[config.mk]
export PLATFORM = sky130hd
export DESIGN_NAME = elevator_controller_flat
export DESIGN_NICKNAME = d
export VERILOG_FILES = /design/src/rtl/elevator_controller_if.sv /design/src/rtl/elevator_controller.sv /design/src/flat_wrapper.sv
export SDC_FILE = /design/constraint.sdc
export NUM_CORES = 1
export LEC_CHECK = 0
export ABC_CLOCK_PERIOD_IN_PS = 2500
export CORE_MARGIN = 2
export CORE_UTILIZATION = 39
export DETAILED_ROUTE_END_ITERATION = 12
export PLACE_DENSITY = 0.64
export SLEW_MARGIN = 20
export SYNTH_ARGS = -nofsm -noshare
export SYNTH_HDL_FRONTEND = slang
export SYNTH_SLANG_ARGS = --single-unit
[constraint.sdc]
create_clock -name clk -period 2.5 [get_ports clk]
set_clock_uncertainty 0.05 [all_clocks]
set_input_delay 0.5 -clock clk [delete_from_list [all_inputs] [get_ports clk]]
set_output_delay 0.5 -clock clk [all_outputs]
set_load 0.01 [all_outputs]
[src/rtl/elevator_controller_if.sv]
// Request/status bundle between the elevator controller and its environment.
interface elevator_controller_if;
    logic [3:0] hall_req;
    logic [3:0] car_req;
    logic [1:0] floor;
    logic [1:0] state;
    logic       door_open;
    logic [3:0] pending;
    logic       arrive;

    // Environment side: raises calls, observes car status.
    modport master (
        output hall_req, car_req,
        input  floor, state, door_open, pending, arrive
    );

    // Controller side.
    modport slave (
        input  hall_req, car_req,
        output floor, state, door_open, pending, arrive
    );
endinterface

[src/rtl/elevator_controller.sv]
// Four-floor elevator controller: latches calls, moves one floor per
// TRAVEL_CYCLES, holds the door for DOOR_CYCLES and prefers to keep going
// in the last direction of travel.
module elevator_controller #(
    parameter int unsigned TRAVEL_CYCLES = 4,
    parameter int unsigned DOOR_CYCLES   = 3
) (
    input  logic                  clk,
    input  logic                  reset,
    elevator_controller_if.slave  bus
);

    localparam int unsigned NF = 4;
    localparam int unsigned FW = 2;
    localparam int unsigned TW = 8;

    localparam logic [TW-1:0] TRAVEL_LD = TW'(TRAVEL_CYCLES);
    localparam logic [TW-1:0] DOOR_LD   = TW'(DOOR_CYCLES);

    typedef enum logic [1:0] {
        IDLE      = 2'b00,
        MOVE_UP   = 2'b01,
        MOVE_DOWN = 2'b10,
        DOOR      = 2'b11
    } state_e;

    state_e          state_q, state_d;
    logic [FW-1:0]   floor_q, floor_d;
    logic [TW-1:0]   timer_q, timer_d;
    logic [NF-1:0]   pending_q, pending_d;
    logic            dir_up_q, dir_up_d;
    logic            arrive_q, arrive_d;
    logic            door_open_q, door_open_d;

    logic [NF-1:0]   req;
    logic [FW-1:0]   step_floor;
    logic            expire;

    // Floors strictly above / below floor f.
    function automatic logic [NF-1:0] above_mask(input logic [FW-1:0] f);
        above_mask = NF'(4'b1110 << f);
    endfunction

    function automatic logic [NF-1:0] below_mask(input logic [FW-1:0] f);
        below_mask = NF'((4'b0001 << f) - 4'd1);
    endfunction

    assign req    = bus.hall_req | bus.car_req;
    assign expire = (timer_q <= TW'(1));

    // Next-state, timer and request bookkeeping.
    always_comb begin
        state_d     = state_q;
        floor_d     = floor_q;
        timer_d     = timer_q;
        dir_up_d    = dir_up_q;
        arrive_d    = 1'b0;
        pending_d   = pending_q | req;
        step_floor  = floor_q;

        case (state_q)
            IDLE: begin
                if (pending_q[floor_q]) begin
                    state_d            = DOOR;
                    timer_d            = DOOR_LD;
                    pending_d[floor_q] = 1'b0;
                end else if ((|(pending_q & above_mask(floor_q))) &&
                             (dir_up_q || !(|(pending_q & below_mask(floor_q))))) begin
                    state_d  = MOVE_UP;
                    timer_d  = TRAVEL_LD;
                    dir_up_d = 1'b1;
                end else if (|(pending_q & below_mask(floor_q))) begin
                    state_d  = MOVE_DOWN;
                    timer_d  = TRAVEL_LD;
                    dir_up_d = 1'b0;
                end
            end

            MOVE_UP, MOVE_DOWN: begin
                if (expire) begin
                    step_floor = (state_q == MOVE_UP) ? floor_q + FW'(1) : floor_q - FW'(1);
                    floor_d    = step_floor;
                    arrive_d   = 1'b1;
                    if (pending_q[step_floor]) begin
                        state_d               = DOOR;
                        timer_d               = DOOR_LD;
                        pending_d[step_floor] = 1'b0;
                    end else if ((state_q == MOVE_UP) ?
                                 (|(pending_q & above_mask(step_floor))) :
                                 (|(pending_q & below_mask(step_floor)))) begin
                        timer_d = TRAVEL_LD;
                    end else begin
                        state_d = IDLE;
                        timer_d = '0;
                    end
                end else begin
                    timer_d = timer_q - TW'(1);
                end
            end

            DOOR: begin
                // A call for the floor we are standing at just holds the door.
                if (req[floor_q]) begin
                    timer_d            = DOOR_LD;
                    pending_d[floor_q] = 1'b0;
                end else if (expire) begin
                    state_d = IDLE;
                    timer_d = '0;
                end else begin
                    timer_d = timer_q - TW'(1);
                end
            end

            default: begin
                state_d = IDLE;
            end
        endcase

        door_open_d = (state_d == DOOR);
    end

    // State and output registers.
    always_ff @(posedge clk or negedge reset) begin
        if (!reset) begin
            state_q     <= IDLE;
            floor_q     <= '0;
            timer_q     <= '0;
            pending_q   <= '0;
            dir_up_q    <= 1'b1;
            arrive_q    <= 1'b0;
            door_open_q <= 1'b0;
        end else begin
            state_q     <= state_d;
            floor_q     <= floor_d;
            timer_q     <= timer_d;
            pending_q   <= pending_d;
            dir_up_q    <= dir_up_d;
            arrive_q    <= arrive_d;
            door_open_q <= door_open_d;
        end
    end

    assign bus.floor     = floor_q;
    assign bus.state     = 2'(state_q);
    assign bus.door_open = door_open_q;
    assign bus.pending   = pending_q;
    assign bus.arrive    = arrive_q;

endmodule

[src/flat_wrapper.sv]
// flat-port wrapper written by rule: the top's interface ports become plain ports
module elevator_controller_flat 
#(
    parameter int unsigned TRAVEL_CYCLES = 4,
    parameter int unsigned DOOR_CYCLES   = 3
)
  (clk, reset, bus_hall_req, bus_car_req, bus_floor, bus_state, bus_door_open, bus_pending, bus_arrive);
  elevator_controller_if bus_i ();
  input  logic clk;
  input  logic reset;
  input wire logic [$bits(bus_i.hall_req)-1:0] bus_hall_req;
  input wire logic [$bits(bus_i.car_req)-1:0] bus_car_req;
  output wire logic [$bits(bus_i.floor)-1:0] bus_floor;
  output wire logic [$bits(bus_i.state)-1:0] bus_state;
  output wire logic [$bits(bus_i.door_open)-1:0] bus_door_open;
  output wire logic [$bits(bus_i.pending)-1:0] bus_pending;
  output wire logic [$bits(bus_i.arrive)-1:0] bus_arrive;
  assign bus_i.hall_req = bus_hall_req;
  assign bus_i.car_req = bus_car_req;
  assign bus_floor = bus_i.floor;
  assign bus_state = bus_i.state;
  assign bus_door_open = bus_i.door_open;
  assign bus_pending = bus_i.pending;
  assign bus_arrive = bus_i.arrive;
  elevator_controller #(.TRAVEL_CYCLES(TRAVEL_CYCLES), .DOOR_CYCLES(DOOR_CYCLES)) u_core (.clk(clk), .reset(reset), .bus(bus_i));
endmodule
**After elaboration in Yosys (flattened, before gate mapping)**

Index checks and enable logic that the tools add are counted.

- Register bits after elaboration: 19
- Bits in latches: 0
- RAM bits: 0
- ROM bits: 0
- Input port bits: 10
- Output and inout port bits: 10
- Word-level logic and storage cells: 90
- Memories kept: 0

- $add $sub $neg: 5
- Multiply operators: 0
- Divide/modulo/power cells: 0
- $lt $le $gt $ge: 5
- Eq/ne operators: 5
- Shifts and indexed selects: 4
- Muxes and demuxes: 39
- Bitwise operators: 11
- Reductions and logical operators: 14

Operator list:

| kind | number |
|---|---|
| $mux W8 | 7 |
| $and A4 B4 Y4 | 6 |
| $pmux W8 S3 | 1 |
| $mux W2 | 9 |
| $mux W4 | 4 |
| $reduce_or A4 Y1 | 4 |
| $pmux W4 S3 | 1 |
| $mux W1 | 10 |
| $le A8 B1 Y1 const B | 1 |
| $not A4 Y4 | 2 |
| $or A4 B4 Y4 | 2 |
| $shl A1 B2 Y4 const A | 2 |
| $shl A4 B2 Y4 const A | 2 |
| $sub A4 B1 Y4 const B | 2 |
| $sub A8 B1 Y8 const B | 1 |
| $bmux W1 S2 | 3 |
| $eq A2 B2 Y1 const B | 3 |
| $lt A2 B3 Y1 const B | 2 |
| $pmux W2 S3 | 1 |
| $demux W1 S2 | 2 |
| $ge A2 B1 Y1 const B | 2 |
| $ne A4 B1 Y1 const B | 1 |
| $logic_and A1 B1 Y1 | 3 |
| $mux W3 | 1 |
| 11 further kinds | 11 |

**Depth between registers and ports, before layout**

- Word-level depth: 12
- Gate-level depth with buffers: 10
- Depth with buffers taken out: 10

**Least setup slack after synthesis**

No wires, ideal clock.

- Path kind: flip-flop to flip-flop
- Start: register u_core.state_q[1] (netlist: u_core.bus.state[1])
- End: register u_core.door_open_q (netlist: u_core.bus.door_open)
- Library setup time: 0.131 ns
- Data arrival time: 2.650 ns
- Required time: 2.319 ns
- Slack: -0.331 ns
- Stages on the path, launching flop included: 11
- Buffers on the path: 0
- Clock period less this slack: 2.831 ns
- Cell sequence: dfrtp_1 > inv_1 > ha_1 > xnor2_1 > ha_1 > mux4_2 > or4_1 > a21oi_1 > nand3_1 > nand3_1 > a211oi_1

- Cells in the longest elaborated chain, start to end: 12
- Elaborated cells on any way between the ends: 26
- Those cells by class: add/sub (1); eq/ne (4); shift (2); mux (13); bitwise (2); reduce/logical (4)

RTL lines:

| what | line | text |
|---|---|---|
| start, declared | elevator_controller.sv:27 | `state_e state_q, state_d;` |
| start signal, assigned | elevator_controller.sv:133 | `state_q <= state_d;` |
| $eq A2 B1 Y1 | elevator_controller.sv:61, elevator_controller.sv:81, elevator_controller.sv:88 |  |
| $mux W2 | elevator_controller.sv:81 | `step_floor = (state_q == MOVE_UP) ? floor_q + FW'(1) : floor_q - FW'(1);` |
| $shl A1 B2 Y4 | elevator_controller.sv:45 | `below_mask = NF'((4'b0001 << f) - 4'd1);` |
| $sub A4 B1 Y4 | elevator_controller.sv:45 |  |
| $and A4 B4 Y4 | elevator_controller.sv:90 | `(\|(pending_q & below_mask(step_floor)))) begin` |
| $reduce_or A4 Y1 | elevator_controller.sv:90 |  |
| $mux W1 | elevator_controller.sv:88 | `end else if ((state_q == MOVE_UP) ?` |
| $mux W2 | elevator_controller.sv:88 |  |
| $mux W2 | elevator_controller.sv:84 | `if (pending_q[step_floor]) begin` |
| $mux W2 | elevator_controller.sv:80 | `if (expire) begin` |
| $pmux W2 S3 * | elevator_controller.sv:61 | `case (state_q)` |
| $eq A2 B2 Y1 * | elevator_controller.sv:119 | `door_open_d = (state_d == DOOR);` |
| net u_core.door_open_d | elevator_controller.sv:33 | `logic door_open_q, door_open_d;` |
| end signal, assigned | elevator_controller.sv:139 | `door_open_q <= door_open_d;` |
| end, declared | elevator_controller.sv:33 |  |

The timed path passes the listed nets; every way through them passes the cells marked *. The select of a mux whose other input is x is not followed.
A chain may end at the register's enable or synchronous reset.

**Worst setup path after layout**

- Start: register u_core.state_q[0] (netlist: u_core.bus.state[0])
- End: register u_core.door_open_q (netlist: u_core.bus.door_open)

The elaborated chain is that of the path after synthesis.

==> out/metrics.yaml <==
outcome:
  status: "finished, violations left"
  violations: "negative setup slack"
power:
  ir_drop_mv: 0.6562
  seq_power_share_pct: 19.4
  p_per_area_mw_per_mm2: 1563
  swShare_pct: 46.88
  p_sw_uw: 1390
  p_clk_share_pct: 5.4
  p_int_uw: 1575
  combPwrFrac_pct: 75.3
  power_leakage_uw: 0.0008037
finish:
  finish.utilization_pct: 55.96
  final_cell_mix: "20 x buf_4, 19 x clkdlybuf4s50_1, 16 x dfrtp_1"
  final_common_cell: "buf_4"
  syn_to_final_growth_pct: 35.24
  multi_input_area_um2: 949.7
  final_nets: 218
  drive_gt1_share_pct: 24.87
  ff_latch_area_um2: 479.2
  n_antenna_cell: 0
  fillers: 301
setup_path:
  crit_type: "reg -> reg"
  max_stage_delay_ns: 0.51
  r2r_slack_ns: -0.03
  cp_cell_sequence: "ha_4 > xnor2_4 > ha_4 > mux4_2 > or4_4 > a21oi_4 > nand3_2 > nand3_2 > a211oi_1"
  r2r_start: "u_core.bus.state[0]"
  critPathLaunch: "u_core.bus.state[0]"
  critPathArrivalTime_ns: 2.67
  critPathLaunchType: "register"
  crit_path_end_kind: "register"
  cp_max_fo: 2
  required_ns: 2.64
  crit_path_top_delay_cell: "mux4_2"
yosys:
  ys_ff_latch: 19
  synth_edf_count: 0
  mappedNetlistNets: 178
  synth-main-ff-cell: "dfrtp_1"
  syn_inst: 158
  postSynthAreaPerCell_um2: 8.877
  mappedNetlistArea_mm2: 0.001403
  synthArstFlopShare_pct: 100.0
  synth_cell_types: 42
  yosysWarnings: 0
  ys_seq_area_share_pct: 33.99
clock_network:
  cts.clk_slew.worst_paths_ns: 0.11
  clkSinkCount: 19
  htreeDepth: 1
  cts_tree: "built"
  insertion_delay_ns: 0.30
  cts_buffers: 3
  ctsHoldBuffers: 0
  clockRootBuffer: "clkbuf_4"
  clockBufferDepth: 2
grt:
  grt_pass1_wl_um: 6251
  grt_pass1_vias: 1368
  grt.total_usage_pct: 19.44
  grt_start_max_net_pins: 16
  antenna_found_initial: 0
  overflow: 0
drt:
  post-route-drc-count: 0
  ant_nets: 0
  vias: 1359
  vias_per_cell: 5.593
  drt_iter0_drc: 53
  wl_um: 3623
  drt-pass1-iter-count: 4
  wl_per_cell_um: 14.91
flow_run:
  drv_cap: 0
floorplan:
  fp.dieH_um: 63.97
  initial_core_util_pct: 41.38
  io_pins: 20
  std_cell_rows: 21
  dieArea_mm2: 0.004092
  die_x_um: 63.97
  core_area_mm2: 0.003390
hold_path:
  hp-start: "u_core.timer_q[6]"
  hold_class: "reg -> reg"
sta:
  hold_ws_ns: 0.4370
  timing.final.crit_share_pct: 101.2
  final_hold_viol_count: 0
  setup_viol: 2
  max_freq_ghz: 0.3953
  worstMarginPinSlew_ns: 0.6764
  rsz0062_at_grt: "true"
  slew_violations: 0
  period_needed_ns: 2.530
  slew_headroom_pct: 54.77
  worst_slack_ns: -0.02979
  fin_tns_setup_ns: -0.04331
place:
  io_buffers: 19
  finalWeightedCongestion: 0.8448
  dp_hpwl_um: 2786
  place_ws_ns: -0.1365
[critical path: cells and delay by family (launching register included)]
family	cells	cell delay (ns)
AOI/OAI and AO/OA	2	0.20
DFF	1	0.44
xor gates and xnor gates	1	0.13
adders and majority gates	2	0.47
muxes	1	0.51
and+or+nand+nor	3	0.62
[synth_stat cells (2+ instances only)]
master,count,area [µm²]
dfrtp_1,18,450.4
a21o_1,2,15.01
o21ai_0,11,55.05
xnor2_1,2,17.52
a22oi_1,2,15.01
inv_1,10,37.54
a31oi_1,7,43.79
o22ai_1,5,31.28
o21ai_1,2,10.01
nor2_1,11,41.29
mux4_2,3,67.56
nor3_1,3,15.01
xor2_1,2,17.52
buf_2,2,10.01
nand2b_1,2,12.51
a21oi_1,18,90.09
a2bb2oi_1,4,35.03
nand3_1,3,15.01
nand2_1,12,45.04
a21boi_0,2,15.01
ha_1,10,125.1
or2_1,3,18.77
nor2b_1,2,12.51
or3_1,4,25.02
[final cells by class]
class / count / share of cell area, %
timing repair buffer: 39 / 17.94
multi-input combinational: 124 / 50.07
tap: 46 / 3.034
inverter: 11 / 2.309
clock buffer: 4 / 1.385
sequential: 19 / 25.26
[logic make-up after synthesis]
family	after synthesis	share of synthesized area, %
AND/OR/NAND/NOR	46	16.77
buffers and inverters	15	4.907
AO/OA/AOI/OAI	61	28.10
adder cells (fa/ha/maj)	10	8.921
XOR/XNOR	4	2.498
flip-flops	19	33.99
multiplexers	3	4.817
[sequential cells by signal (all words and copies together) (netlist names)]
signal                flops
u_core.bus.arrive         1
u_core.bus.door_open      1
u_core.bus.floor          2
u_core.bus.pending        4
u_core.bus.state          2
u_core.dir_up_q           1
u_core.timer_q            8
[stage by stage]
step           instance area, µm²  power, µW  std cells
2_1_floorplan                1449       1934        158
3_3_place_gp                 1799       2552        236
3_5_place_dp                 1799       2595        236
4_1_cts                      1851       2826        241
5_1_grt                      1897       3234        243
6_report                     1897       2965        243
[final timing paths]
check	end	cells after the start
min	u_core.timer_q[6]	1
min in group asynchronous	u_core.timer_q[3]	1
max reg2reg	u_core.bus.door_open	9
max in group asynchronous	u_core.bus.floor[1]	2
min reg2reg	u_core.timer_q[6]	1
max	u_core.bus.door_open	9
[power by group through the flow]
stage          Sequential [µW]  Combinational, µW  Clock (µW)
2_1_floorplan              595               1340           0
3_3_place_gp               575               1980           0
3_5_place_dp               580               2020           0
4_1_cts                    574               2090         163
5_1_grt                    594               2460         184
6_report                   574               2230         159
[routing by layer]
layer	global-route usage (%)	share of wire [%]	vias up
li1	-	-	658
met2	34.90	51	34
met3	2.993	4.4	6
met4	5.978	1.3	0
met1	23.69	43	661
met5	0	0	-
[repair_timing]
action | CTS | global route
setup buffers | 1 | 2
pin swaps | 4 | 3
endpoints found under the setup margin | 3 | 8
gates resized for setup | 5 | 9
endpoints found under the hold margin | 0 | 0
Note: power is estimated with default switching activity, not from simulation.
==> edit (config.mk and constraints unchanged) <==
`pending_q` no longer has a reset.
--- a/src/rtl/elevator_controller.sv
+++ b/src/rtl/elevator_controller.sv
@@ -125,7 +125,6 @@
             state_q     <= IDLE;
             floor_q     <= '0;
             timer_q     <= '0;
-            pending_q   <= '0;
             dir_up_q    <= 1'b1;
             arrive_q    <= 1'b0;
             door_open_q <= 1'b0;
@@ -133,11 +132,14 @@
             state_q     <= state_d;
             floor_q     <= floor_d;
             timer_q     <= timer_d;
-            pending_q   <= pending_d;
             dir_up_q    <= dir_up_d;
             arrive_q    <= arrive_d;
             door_open_q <= door_open_d;
         end
+    end
+
+    always_ff @(posedge clk) begin
+        pending_q <= pending_d;
     end
 
     assign bus.floor     = floor_q;
Function: changed (a bounded check fails within 4 cycles, from zero or initial values and one cycle with reset low).
==> edit against the unedited design <==
- the run still ends with setup timing left
- final area down 2.9%
- first-iteration DRC count fell by 11%
- total power shrank 2.0%
- critical path depth unchanged
- sequential power hardly changed
- combinational power is 3% lower
- routed wire length up 0.94%
- cell count is 1.6% lower
- worst setup slack worse by 0.021 ns
- sequential cell count is the same
- die area down 1.3%
- clock power grew 3%
- area after synthesis shrank 1.4%
- critical path type unchanged
- largest cell class unchanged
- largest power group unchanged
==> edit: results <==
{
  "synth.distinct_cells": 43,
  "grtUsageMet3": 0.0286,
  "synth-xor-area-share": 0.0253,
  "routabilityCongestion": 0.850,
  "syn-num-nets": 178,
  "worst-endpoint-arrival_ns": 2.69,
  "track_usage": 0.201,
  "use_met1": 0.248,
  "synth_adder_area_share": 0.0905,
  "intPower_mw": 1.53,
  "ys_seq_area_frac": 0.330,
  "synth-compound-area-share": 0.285,
  "drive_gt1_frac": 0.228,
  "clk_pin_slew_worst_paths_ns": 0.12,
  "hp-class": "reg -> reg",
  "dp_slack_ns": -0.159,
  "cellLeakagePower_nw": 0.776,
  "via_per_inst": 5.48,
  "synth_area_leaders": "dfrtp_1 (25%), ha_1 (9.0%), a21oi_1 (6.5%), dfxtp_1 (5.8%), mux4_2 (4.9%)",
  "cts_buffer_depth": 2,
  "setup_viol": 2,
  "grt_util_met2": 0.362,
  "slowest_stage": "mux4_2",
  "synth_common_cells": "a21oi_1 (18), dfrtp_1 (14), nand2_1 (12), nor2_1 (11), o21ai_0 (11)",
  "max-slew-margin-rel": 0.524,
  "grt_pass1_wl_um": 6450,
  "violations": "setup timing",
  "yosys-mux-area-fraction": 0.0489,
  "status": "finished, violations left",
  "ir_worst_vdd_mv": 0.690,
  "synthArstFlopShare": 0.789,
  "drtIter0Drc": 47,
  "grt_pass1_vias": 1387,
  "dp.final_hpwl_um": 2850,
  "fin_tns_setup_ns": -0.0815,
  "worst_slack_ns": -0.0513,
  "wire_per_inst_um": 15.3,
  "top_register": "u_core.timer_q",
  "nets": 214
}
## edit: changes by cell type after synthesis, sizes merged
cell / before / now
dfxtp: 0 / 4
dfrtp: 18 / 14
## edit: repair_timing
| action | 4_1_cts | 5_1_grt |
|---|---|---|
| hold endpoints to repair | 0 | 0 |
| endpoints found under the setup margin | 3 | 8 |
| gates resized for setup | 4 | 9 |
| buffers inserted | 1 | 1 |
| pin swaps | 0 | 3 |
## edit: cells by family (layout without fill, tap and decap cells)
| logic type | count (synthesis) | count (layout) |
|---|---|---|
| AO/OA/AOI/OAI | 61 | 61 |
| XOR/XNOR | 4 | 4 |
| AND/OR/NAND/NOR | 46 | 46 |
| multiplexers | 3 | 3 |
| buffers and inverters | 15 | 50 |
| adder cells (fa/ha/maj) | 10 | 10 |
| flip-flops | 19 | 19 |
## edit: metrics by stage
stage | utilization | area (µm²) | hold WS, ns | cells
global placement | 0.522 | 1760 | 0.407 | 233
floorplan | - | 1430 | 0.154 | 158
finish | 0.548 | 1840 | 0.448 | 239
global route | 0.548 | 1840 | 0.478 | 239
CTS | 0.536 | 1800 | 0.442 | 238
detailed placement | 0.522 | 1760 | 0.424 | 233
## edit: area by class of cell
class | count | area [µm²]
Sequential cell | 19 | 459
Fill cell | 341 | 1520
Timing Repair Buffer | 35 | 310
Multi-Input combinational cell | 124 | 945
Inverter | 11 | 43.8
Clock buffer | 4 | 26.3
Tap cell | 46 | 57.6
## edit: routing by layer
metal | routed length, µm | vias up
met5 | 0 | -
met4 | 45 | 0
met3 | 126 | 5
met2 | 1840 | 24
met1 | 1650 | 632
li1 | - | 648
## edit: power groups by stage
stage | Clock (mW) | Combinational [mW] | Sequential, mW
floorplan | 0 | 1.34 | 0.596
global placement | 0 | 1.96 | 0.573
detailed placement | 0 | 2.01 | 0.581
CTS | 0.167 | 2.05 | 0.576
global route | 0.183 | 2.40 | 0.599
finish | 0.163 | 2.17 | 0.576
## edit: worst min path at each step
| stage | to | slack [ns] | depth (start not counted) |
|---|---|---|---|
| 2_1_floorplan | u_core.bus.arrive | 0.15 | 0 |
| 3_3_place_gp | u_core.timer_q[7] | 0.41 | 1 |
| 3_5_place_dp | u_core.timer_q[6] | 0.42 | 1 |
| 4_1_cts | u_core.timer_q[6] | 0.44 | 1 |
| 5_1_grt | u_core.timer_q[6] | 0.48 | 1 |
| 6_report | u_core.timer_q[6] | 0.45 | 1 |
